--- src/rtl/key_search_if.sv ---
// Request / register-file read / response bundle of the key search engine.
interface key_search_if #(
  parameter int KEY_WIDTH   = 32,
  parameter int INDEX_WIDTH = 8
);
  logic                     req_valid;
  logic                     req_ready;
  logic [KEY_WIDTH-1:0]     req_key;
  logic [INDEX_WIDTH:0]     num_keys;
  logic [2*INDEX_WIDTH-1:0] r_addr;
  logic [1:0]               r_en;
  logic [2*KEY_WIDTH-1:0]   key_out_read;
  logic                     rsp_valid;
  logic                     rsp_ready;
  logic                     rsp_hit;
  logic [INDEX_WIDTH-1:0]   rsp_index;

  // Engine side: accepts lookups, drives register-file reads, produces responses.
  modport slave (
    input  req_valid, req_key, num_keys, key_out_read, rsp_ready,
    output req_ready, r_addr, r_en, rsp_valid, rsp_hit, rsp_index
  );

  // Requester / register-file side.
  modport master (
    output req_valid, req_key, num_keys, key_out_read, rsp_ready,
    input  req_ready, r_addr, r_en, rsp_valid, rsp_hit, rsp_index
  );
endinterface

--- src/rtl/key_search_engine.sv ---
// Linear key search over a dual-port key register file, two entries per cycle.
//
// state | meaning
// IDLE  | waiting for a lookup request (req_ready=1)
// SCAN  | issuing read pairs and comparing returned keys
// RESP  | holding the result until rsp_ready
module key_search_engine #(
  parameter int KEY_WIDTH   = 32,
  parameter int INDEX_WIDTH = 8
) (
  input logic         clk,
  input logic         reset,
  key_search_if.slave bus
);
  localparam int CW = INDEX_WIDTH + 1;
  localparam logic [CW-1:0] DEPTH = CW'(2 ** INDEX_WIDTH);

  typedef enum logic [1:0] {S_IDLE, S_SCAN, S_RESP} state_t;

  state_t                 r_state, w_next;
  logic [KEY_WIDTH-1:0]   r_key;
  logic [CW-1:0]          r_count;
  logic [INDEX_WIDTH-1:0] r_pair;
  logic                   r_issuing;
  logic [1:0]             r_vld;
  logic [INDEX_WIDTH-1:0] r_base;
  logic                   r_last_d;
  logic                   r_hit;
  logic [INDEX_WIDTH-1:0] r_index;

  logic [CW-1:0]          w_count_in, w_lo, w_hi;
  logic                   w_accept, w_last, w_m0, w_m1, w_match, w_issue;

  assign w_count_in = (bus.num_keys > DEPTH) ? DEPTH : bus.num_keys;
  assign w_accept   = bus.req_valid && (r_state == S_IDLE);
  assign w_lo       = {r_pair, 1'b0};
  assign w_hi       = w_lo + CW'(1);
  assign w_last     = (w_lo + CW'(2)) >= r_count;
  // Only lanes whose read was actually issued last cycle are compared; the
  // register file holds stale data on idle lanes.
  assign w_m0       = r_vld[0] && (bus.key_out_read[0 +: KEY_WIDTH] == r_key);
  assign w_m1       = r_vld[1] && (bus.key_out_read[KEY_WIDTH +: KEY_WIDTH] == r_key);
  assign w_match    = w_m0 || w_m1;
  // A hit suppresses the read that would otherwise go out in the same cycle.
  assign w_issue    = (r_state == S_SCAN) && r_issuing && !w_match;

  // State register.
  always_ff @(posedge clk or negedge reset) begin
    if (!reset) r_state <= S_IDLE;
    else        r_state <= w_next;
  end

  // Next-state decode.
  always_comb begin
    w_next = r_state;
    case (r_state)
      S_IDLE: if (w_accept) w_next = (w_count_in == '0) ? S_RESP : S_SCAN;
      S_SCAN: if (w_match || r_last_d) w_next = S_RESP;
      S_RESP: if (bus.rsp_ready) w_next = S_IDLE;
      default: w_next = S_IDLE;
    endcase
  end

  // Outputs decoded from state and scan position.
  always_comb begin
    bus.req_ready = (r_state == S_IDLE);
    bus.rsp_valid = (r_state == S_RESP);
    bus.rsp_hit   = r_hit;
    bus.rsp_index = r_index;
    bus.r_en[0]   = w_issue && (w_lo < r_count);
    bus.r_en[1]   = w_issue && (w_hi < r_count);
    bus.r_addr    = '0;
    if (r_state == S_SCAN)
      bus.r_addr = {w_hi[INDEX_WIDTH-1:0], w_lo[INDEX_WIDTH-1:0]};
  end

  // Request capture, pair counter and read-side tracking aligned to read data.
  always_ff @(posedge clk or negedge reset) begin
    if (!reset) begin
      r_key     <= '0;
      r_count   <= '0;
      r_pair    <= '0;
      r_issuing <= 1'b0;
      r_vld     <= 2'b00;
      r_base    <= '0;
      r_last_d  <= 1'b0;
    end else begin
      if (w_accept) begin
        r_key     <= bus.req_key;
        r_count   <= w_count_in;
        r_pair    <= '0;
        r_issuing <= (w_count_in != '0);
      end else if (w_issue) begin
        if (w_last) r_issuing <= 1'b0;
        else        r_pair    <= r_pair + 1'b1;
      end
      r_vld    <= bus.r_en;
      r_base   <= w_lo[INDEX_WIDTH-1:0];
      r_last_d <= w_issue && w_last;
    end
  end

  // Result registers, held while the response waits for rsp_ready.
  always_ff @(posedge clk or negedge reset) begin
    if (!reset) begin
      r_hit   <= 1'b0;
      r_index <= '0;
    end else if (w_accept && (w_count_in == '0)) begin
      r_hit   <= 1'b0;
      r_index <= '0;
    end else if (r_state == S_SCAN) begin
      if (w_m0) begin
        r_hit   <= 1'b1;
        r_index <= r_base;
      end else if (w_m1) begin
        r_hit   <= 1'b1;
        r_index <= r_base | INDEX_WIDTH'(1);
      end else if (r_last_d) begin
        r_hit   <= 1'b0;
        r_index <= '0;
      end
    end
  end
endmodule

--- src/flat_wrapper.sv ---
// flat-port wrapper written by rule: the top's interface ports become plain ports
module key_search_engine_flat 
#(
  parameter int KEY_WIDTH   = 32,
  parameter int INDEX_WIDTH = 8
)
  (clk, reset, bus_req_valid, bus_req_key, bus_num_keys, bus_key_out_read, bus_rsp_ready, bus_req_ready, bus_r_addr, bus_r_en, bus_rsp_valid, bus_rsp_hit, bus_rsp_index);
  key_search_if #(.KEY_WIDTH(KEY_WIDTH), .INDEX_WIDTH(INDEX_WIDTH)) bus_i ();
  input logic clk;
  input logic reset;
  input wire logic [$bits(bus_i.req_valid)-1:0] bus_req_valid;
  input wire logic [$bits(bus_i.req_key)-1:0] bus_req_key;
  input wire logic [$bits(bus_i.num_keys)-1:0] bus_num_keys;
  input wire logic [$bits(bus_i.key_out_read)-1:0] bus_key_out_read;
  input wire logic [$bits(bus_i.rsp_ready)-1:0] bus_rsp_ready;
  output wire logic [$bits(bus_i.req_ready)-1:0] bus_req_ready;
  output wire logic [$bits(bus_i.r_addr)-1:0] bus_r_addr;
  output wire logic [$bits(bus_i.r_en)-1:0] bus_r_en;
  output wire logic [$bits(bus_i.rsp_valid)-1:0] bus_rsp_valid;
  output wire logic [$bits(bus_i.rsp_hit)-1:0] bus_rsp_hit;
  output wire logic [$bits(bus_i.rsp_index)-1:0] bus_rsp_index;
  assign bus_i.req_valid = bus_req_valid;
  assign bus_i.req_key = bus_req_key;
  assign bus_i.num_keys = bus_num_keys;
  assign bus_i.key_out_read = bus_key_out_read;
  assign bus_i.rsp_ready = bus_rsp_ready;
  assign bus_req_ready = bus_i.req_ready;
  assign bus_r_addr = bus_i.r_addr;
  assign bus_r_en = bus_i.r_en;
  assign bus_rsp_valid = bus_i.rsp_valid;
  assign bus_rsp_hit = bus_i.rsp_hit;
  assign bus_rsp_index = bus_i.rsp_index;
  key_search_engine #(.KEY_WIDTH(KEY_WIDTH), .INDEX_WIDTH(INDEX_WIDTH)) u_core (.clk(clk), .reset(reset), .bus(bus_i));
endmodule
--- config.mk ---
export PLATFORM = sky130hd
export DESIGN_NAME = key_search_engine_flat
export DESIGN_NICKNAME = d
export VERILOG_FILES = /design/src/rtl/key_search_if.sv /design/src/rtl/key_search_engine.sv /design/src/flat_wrapper.sv
export SDC_FILE = /design/constraint.sdc
export NUM_CORES = 1
export LEC_CHECK = 0
export ABC_AREA = 1
export CAP_MARGIN = 10
export CORE_MARGIN = 4
export CORE_UTILIZATION = 25
export CTS_CLUSTER_DIAMETER = 150
export DETAILED_ROUTE_END_ITERATION = 12
export HOLD_SLACK_MARGIN = 0.05
export PLACE_DENSITY = 0.46
export RECOVER_POWER = 100
export SLEW_MARGIN = 5
export SYNTH_ARGS = -nofsm -noshare
export SYNTH_HDL_FRONTEND = slang
export SYNTH_SLANG_ARGS = --single-unit
export TNS_END_PERCENT = 100
--- constraint.sdc ---
create_clock -name clk -period 2.4 [get_ports clk]
set_clock_uncertainty 0.05 [all_clocks]
set_input_delay 0.36 -clock clk [delete_from_list [all_inputs] [get_ports clk]]
set_output_delay 0.36 -clock clk [all_outputs]
set_load 0.01 [all_outputs]
==> results.py, run 1 <==
metrics = {
    "detailed_routing": {
        "vias": 5800,
        "wl_per_cell_um": 14.69,
        "drtPass1Iterations": 5,
        "viasPerCell": 4.351,
        "final_antenna_net_count": 0,
        "wl_um": 19580,
        "drc_errors": 0,
        "drt-initial-drc-count": 294,
    },
    "placement": {
        "hpwl_um": 16170,
        "dpl_worst_slack_ns": -0.4380,
        "place.gp.congestion": 0.8984,
        "port_buffers": 136,
    },
    "clock_network": {
        "cts_buffers": 9,
        "clock_sinks": 71,
        "clockBufferDepth": 2,
        "cts-htree-levels": 3,
        "cts_root_buf": "clkbuf_16",
        "clock_latency_ns": 0.35,
        "clk_pin_slew_worst_paths_ns": 0.06,
        "cts_tree": "done",
    },
    "timing": {
        "setup_viol": 11,
        "slew_violations": 0,
        "fmax_ghz": 0.3925,
        "rsz0062_at_grt": "yes",
        "period_share_pct": 106.2,
        "hold_viol": 0,
        "setup_ws_ns": -0.1478,
        "min_period_ns": 2.548,
    },
    "worst_setup_path": {
        "cp-end-kind": "flip-flop",
        "critPathMaxFanout": 4,
        "r2r-start": "u_core.r_pair[1]$_DFFE_PN0P_",
        "critical-path-max-stage-delay_ns": 0.42,
        "timing.reg2reg.setup_slack_ns": -0.15,
        "required_ns": 2.59,
        "regToRegEndpoint": "u_core.r_pair[0]$_DFFE_PN0P_",
        "critPathKind": "flip-flop to flip-flop",
        "cp_top_family": "simple AND/OR/NAND/NOR gates",
        "crit_slowest_cell": "dfrtp_2",
        "path_buf_inv": 3,
        "r2r_cells": 15,
        "cp-start-kind": "flip-flop",
        "arrival_ns": 2.74,
        "path_cells": "inv_2 -> nor3_4 -> nand3_2 -> nor3_2 -> xnor2_1 -> inv_1 -> ha_4 -> a21oi_2 -> o21a_1 -> nand2_2 -> a21oi_4 -> buf_6 -> nand4_4 -> nand3_1 -> nand2_1",
    },
    "pwr": {
        "power.internal_w": 0.004898,
        "p_leak_nw": 4.443,
        "p_sw_w": 0.003696,
        "irDropWorstVdd_uv": 326.3,
        "p_total_w": 0.008595,
        "power_frac_clock_pct": 16.4,
        "p_comb_share_pct": 60.3,
        "switching_share_pct": 43.01,
        "powerDensity_nw_per_um2": 1012,
        "p_seq_share_pct": 23.3,
    },
    "yosys": {
        "syn_area_sq_um": 5176,
        "synthXorXnorAreaFrac_pct": 3.384,
        "synth_top_family_by_area": "simple AND/OR/NAND/NOR gates",
        "synth_ff_type": "dfrtp_1",
        "synth_compound_area_share_pct": 6.406,
        "synth-edff-count": 0,
        "synthArstFlopShare_pct": 100.0,
        "syn_inst": 786,
        "syn-num-nets": 913,
        "synthAdderAreaFrac_pct": 4.351,
        "ys_seq_area_share_pct": 34.32,
        "synthMuxAreaShare_pct": 0,
        "ys_ff_latch": 71,
        "ys_warn_count": 0,
        "ys_types": 37,
        "synth_area_per_cell_sq_um": 6.586,
        "synth-simple-area-share_pct": 40.25,
    },
    "min_path": {
        "hold_path.class": "flip-flop to flip-flop",
        "hp-start": "u_core.r_base[7]$_DFF_PN0_",
        "hold_end": "u_core.bus.rsp_index[7]$_DFFE_PN0P_",
        "holdPathStages": 2,
    },
    "floorplan": {
        "core_area_sq_um": 20300,
        "ios": 138,
        "die_area_sq_um": 23070,
        "fp-row-count": 52,
        "initial_core_util_pct": 25.50,
        "die_w_um": 151.9,
        "die_y_um": 151.9,
    },
    "final_layout": {
        "layout_common_cells": "nand2_1, buf_4, inv_1, clkdlybuf4s50_1, nor2_1",
        "drive_above_1_share_pct": 23.71,
        "syn_to_final_growth_pct": 64.06,
        "layout.nets": 1185,
        "layout_commonest_cell": "nand2_1",
        "num_antenna_cells": 0,
    },
    "grt": {
        "use_met3_pct": 2.873,
        "met1_usage_pct": 24.83,
        "gr-usage-all-layers_pct": 17.02,
        "grt_pass1_vias": 5743,
        "grt-ovfl-total": 0,
        "busiest_layer": "met2",
        "antenna_found_initial": 0,
        "grt_pass1_wl_um": 31230,
        "use_met2_pct": 26.40,
        "grt_max_degree": 51,
    },
    "status": {
        "status": "complete, but fails checks",
        "violations": "negative setup slack",
    },
    "flow_run": {
        "cap_violations": 0,
    },
}
-- timing repair --
item,in CTS,in global routing
hold endpoints to repair,5,0
endpoints found under the setup margin,14,35
gates cloned,1,0
setup buffers,15,8
hold buffers,1,0
pin swaps,26,17
gates resized for setup,51,46
-- power groups by stage --
| stage | clock [W] | combinational [W] | sequential [W] |
|---|---|---|---|
| floorplan | 0 | 0.00254 | 0.00190 |
| global placement | 0 | 0.00468 | 0.00197 |
| detailed placement | 0 | 0.00469 | 0.00197 |
| CTS | 0.00147 | 0.00494 | 0.00198 |
| global route | 0.00152 | 0.00577 | 0.00206 |
| finish | 0.00141 | 0.00518 | 0.00200 |
-- worst min-delay path, cell delays in order, from the launching register on --
cell	delay (ns)
dfrtp_1	0.32
nand2_1	0.05
nand2_1	0.05
-- cell usage after synthesis (6+ instances only) --
cell type	number	area, sq um
nand2_1	254	953.4
inv_1	110	412.9
nor2_1	80	300.3
dfrtp_1	71	1777
nand3_1	58	290.3
o21ai_0	45	225.2
nand4_1	36	225.2
ha_1	18	225.2
xnor2_1	15	131.4
inv_2	13	48.80
a21oi_1	10	50.05
and2_1	8	50.05
buf_2	8	40.04
buf_4	8	60.06
nand2_2	6	37.54
-- state kept, by name, indices dropped and copies added (netlist names) --
signal / cells
u_core.r_count: 9
u_core.bus.rsp_hit: 1
u_core.r_last_d: 1
u_core.r_state: 2
u_core.bus.rsp_index: 8
u_core.r_key: 32
u_core.r_vld: 2
u_core.r_issuing: 1
u_core.r_pair: 8
u_core.r_base: 7
-- worst max-delay path by stage --
stage	from	to	slack, ns	cells past startpoint
6_report	u_core.r_pair[1]$_DFFE_PN0P_	u_core.r_pair[0]$_DFFE_PN0P_	-0.15	15
5_1_grt	u_core.r_pair[0]$_DFFE_PN0P_	u_core.r_pair[0]$_DFFE_PN0P_	-0.28	14
4_1_cts	u_core.r_pair[1]$_DFFE_PN0P_	u_core.r_pair[3]$_DFFE_PN0P_	-0.20	15
3_5_place_dp	bus_key_out_read[19]	bus_r_en[1]	-0.44	11
3_3_place_gp	bus_key_out_read[19]	bus_r_en[0]	-0.41	11
2_1_floorplan	u_core.r_pair[2]$_DFFE_PN0P_	u_core.r_pair[3]$_DFFE_PN0P_	-0.02	15
-- cell type report --
type                    instances  area [sq um]
fillers                      2133         11810
multi-input cells             572          3095
repair buffers                279          2496
flip-flops and latches         71          1784
inverters                     125         473.0
well taps                     270         337.8
clock buffers                  10         239.0
clock inverters                 6         66.31
-- per-layer routing --
| layer | vias to the layer above | wire length [um] |
|---|---|---|
| met3 | 18 | 1114 |
| met5 | - | 0 |
| met2 | 147 | 8543 |
| met4 | 0 | 239 |
| li1 | 3017 | - |
| met1 | 2618 | 9684 |
-- stage by stage --
step	setup TNS, ns	std cells	hold slack, ns	util (%)	instance area [sq um]
final	-1.349	1333	0.3939	41.83	8492
after global routing	-2.936	1333	0.4131	41.83	8492
after CTS	-2.232	1329	0.3249	40.87	8297
after detailed placement	-3.195	1296	0.1618	38.18	7751
after global placement	-3.144	1296	0.1626	38.18	7751
after floorplan	-0.1248	786	0.01441	-	5220
-- kinds of logic after synthesis --
family          Yosys count
compound gates           63
buf+inv                 144
fa+ha+maj                18
other cells               1
simple gates            469
flops                    71
xor+xnor                 20
No activity file was read; power rests on OpenSTA's default activity.
==> run 2, diff against run 1 <==
- CTS_BUF_LIST: unset -> sky130_fd_sc_hd__clkbuf_8
==> results.py, run 2 (synthesis results as in run 1) <==
metrics = {
    "final_layout": {
        "top_regs": "u_core.r_key: 32 flops, u_core.r_count: 9 flops",
        "layout_commonest_cell": "nand2_1",
        "drive_above_1_share_pct": 21.51,
        "num_antenna_cells": 0,
        "layout.nets": 1182,
        "final-instance-count-excl-fill": 1330,
        "final_core_util_pct": 40.46,
        "largest-register": "u_core.r_key",
        "largest_register_ffs": 32,
        "layout_common_cells": "nand2_1, buf_4, clkdlybuf4s50_1, inv_1, nor2_1",
        "syn_to_final_growth_pct": 58.69,
    },
    "timing": {
        "slew_violations": 0,
        "setup_ws_ns": -0.1868,
        "rsz0062_at_grt": "yes",
        "setup_viol": 12,
        "min_period_ns": 2.587,
        "fmax_ghz": 0.3866,
        "setup-tns-final_ns": -1.918,
        "worst_pin_slew_ns": 1.236,
        "period_share_pct": 107.8,
        "hold_viol": 0,
        "slew-limit-headroom_pct": 17.58,
    },
    "pwr": {
        "power_frac_clock_pct": 13.0,
        "p_leak_nw": 4.178,
        "p_sw_w": 0.003635,
        "irDropWorstVdd_uv": 313.0,
        "powerDensity_nw_per_um2": 993.6,
        "p_total_w": 0.008161,
        "switching_share_pct": 44.54,
        "p_seq_share_pct": 24.2,
        "power.internal_w": 0.004526,
        "p_comb_share_pct": 62.8,
    },
    "worst_setup_path": {
        "required_ns": 2.68,
        "regToRegEndpoint": "u_core.r_pair[0]$_DFFE_PN0P_",
        "critPathMaxFanout": 6,
        "critical-path-max-stage-delay_ns": 0.42,
        "cp-start-kind": "flip-flop",
        "path_cells": "inv_2 -> nor3_4 -> nand3_2 -> nor3_2 -> xnor2_1 -> inv_1 -> ha_4 -> a21oi_2 -> o21a_1 -> nand2_2 -> a21oi_4 -> nand4_4 -> nand2_4 -> nand2_1 -> nand2_1",
        "timing.reg2reg.setup_slack_ns": -0.19,
        "crit_path_frequent_cell": "nand2_1",
        "critPathKind": "flip-flop to flip-flop",
        "crit_slowest_cell": "dfrtp_2",
        "arrival_ns": 2.86,
        "r2r-start": "u_core.r_pair[1]$_DFFE_PN0P_",
        "r2r_cells": 15,
        "cp-end-kind": "flip-flop",
    },
    "placement": {
        "port_buffers": 136,
        "place.gp.congestion": 0.8984,
        "dp_cells": 1296,
        "hpwl_um": 16170,
    },
    "status": {
        "status": "complete, but fails checks",
        "violations": "negative setup slack",
    },
    "grt": {
        "grt_pass1_vias": 5729,
        "grt_max_degree": 51,
        "antenna_found_initial": 0,
        "grt_pass1_wl_um": 31050,
        "grt-ovfl-total": 0,
        "gr-usage-all-layers_pct": 16.95,
    },
    "detailed_routing": {
        "drtPass1Iterations": 6,
        "drt-initial-drc-count": 296,
        "wl_um": 19490,
        "viasPerCell": 4.309,
        "vias": 5731,
        "drc_errors": 0,
        "wl_per_cell_um": 14.65,
        "final_antenna_net_count": 0,
    },
    "clock_network": {
        "clock_sinks": 71,
        "cts_buffers": 9,
        "cts-htree-levels": 3,
        "clk_pin_slew_worst_paths_ns": 0.09,
        "clock_latency_ns": 0.38,
        "cts_root_buf": "clkbuf_8",
        "clockBufferDepth": 2,
        "cts_tree": "done",
    },
    "flow_run": {
        "cap_violations": 0,
    },
    "floorplan": {
        "initial_core_util_pct": 25.50,
        "die_y_um": 151.9,
        "die_w_um": 151.9,
        "ios": 138,
        "fp-row-count": 52,
        "die_area_sq_um": 23070,
        "core_area_sq_um": 20300,
    },
    "min_path": {
        "hold_path.class": "input port to asynchronous set/reset pin",
    },
}
## run 2: how the worst max path moves through the flow
stage	from	end	slack, ns	cells past startpoint
floorplan	u_core.r_pair[2]$_DFFE_PN0P_	u_core.r_pair[3]$_DFFE_PN0P_	-0.02	15
global placement	bus_key_out_read[19]	bus_r_en[0]	-0.41	11
detailed placement	bus_key_out_read[19]	bus_r_en[1]	-0.44	11
CTS	u_core.r_pair[1]$_DFFE_PN0P_	u_core.r_pair[7]$_DFFE_PN0P_	-0.21	15
global route	u_core.r_pair[1]$_DFFE_PN0P_	u_core.r_pair[0]$_DFFE_PN0P_	-0.34	14
finish	u_core.r_pair[1]$_DFFE_PN0P_	u_core.r_pair[0]$_DFFE_PN0P_	-0.19	15
## run 2: stage by stage
step	setup slack (ns)	hold WS, ns	instance area [sq um]
after detailed placement	-0.4380	0.1618	7751
after CTS	-0.2132	0.2816	8132
after global routing	-0.3402	0.3550	8214
final	-0.1868	0.3364	8214
after global placement	-0.4099	0.1626	7751
after floorplan	-0.01939	0.01441	5220
## run 2: repair_timing
item,in CTS,in global routing
pin swaps,19,7
buffers inserted,12,4
gates resized for setup,45,15
hold endpoints to repair,33,0
gates cloned,1,0
hold buffers,1,0
setup endpoints to repair,26,14
## run 2: power groups by stage
| stage | logic (W) | registers, W | clock network [W] |
|---|---|---|---|
| after floorplan | 0.00254 | 0.00190 | 0 |
| after global placement | 0.00468 | 0.00197 | 0 |
| after detailed placement | 0.00469 | 0.00197 | 0 |
| after CTS | 0.00493 | 0.00197 | 0.00110 |
| after global routing | 0.00571 | 0.00203 | 0.00116 |
| final | 0.00513 | 0.00197 | 0.00106 |
## run 2: final cells by class
class                           count  area, sq um
Fill cell                        2169        12090
Multi-Input combinational cell    572         3022
Timing Repair Buffer              276         2396
Sequential cell                    71         1782
Inverter                          125        473.0
Tap cell                          270        337.8
Clock buffer                       10        137.6
Clock inverter                      6        66.31
## run 2: critical path: cells and delay by family (launching register included)
family | cells | cell delay, ns
buf+inv | 2 | 0.18
fa+ha+maj | 1 | 0.23
compound gates | 3 | 0.48
xor+xnor | 1 | 0.16
simple gates | 8 | 1.01
flops | 1 | 0.42
## run 2: routing by layer
metal	GRT usage (%)	share of wire, %
met1	24.78	51
met2	25.99	43
met3	3.299	4.3
met4	3.639	1.3
met5	0	0
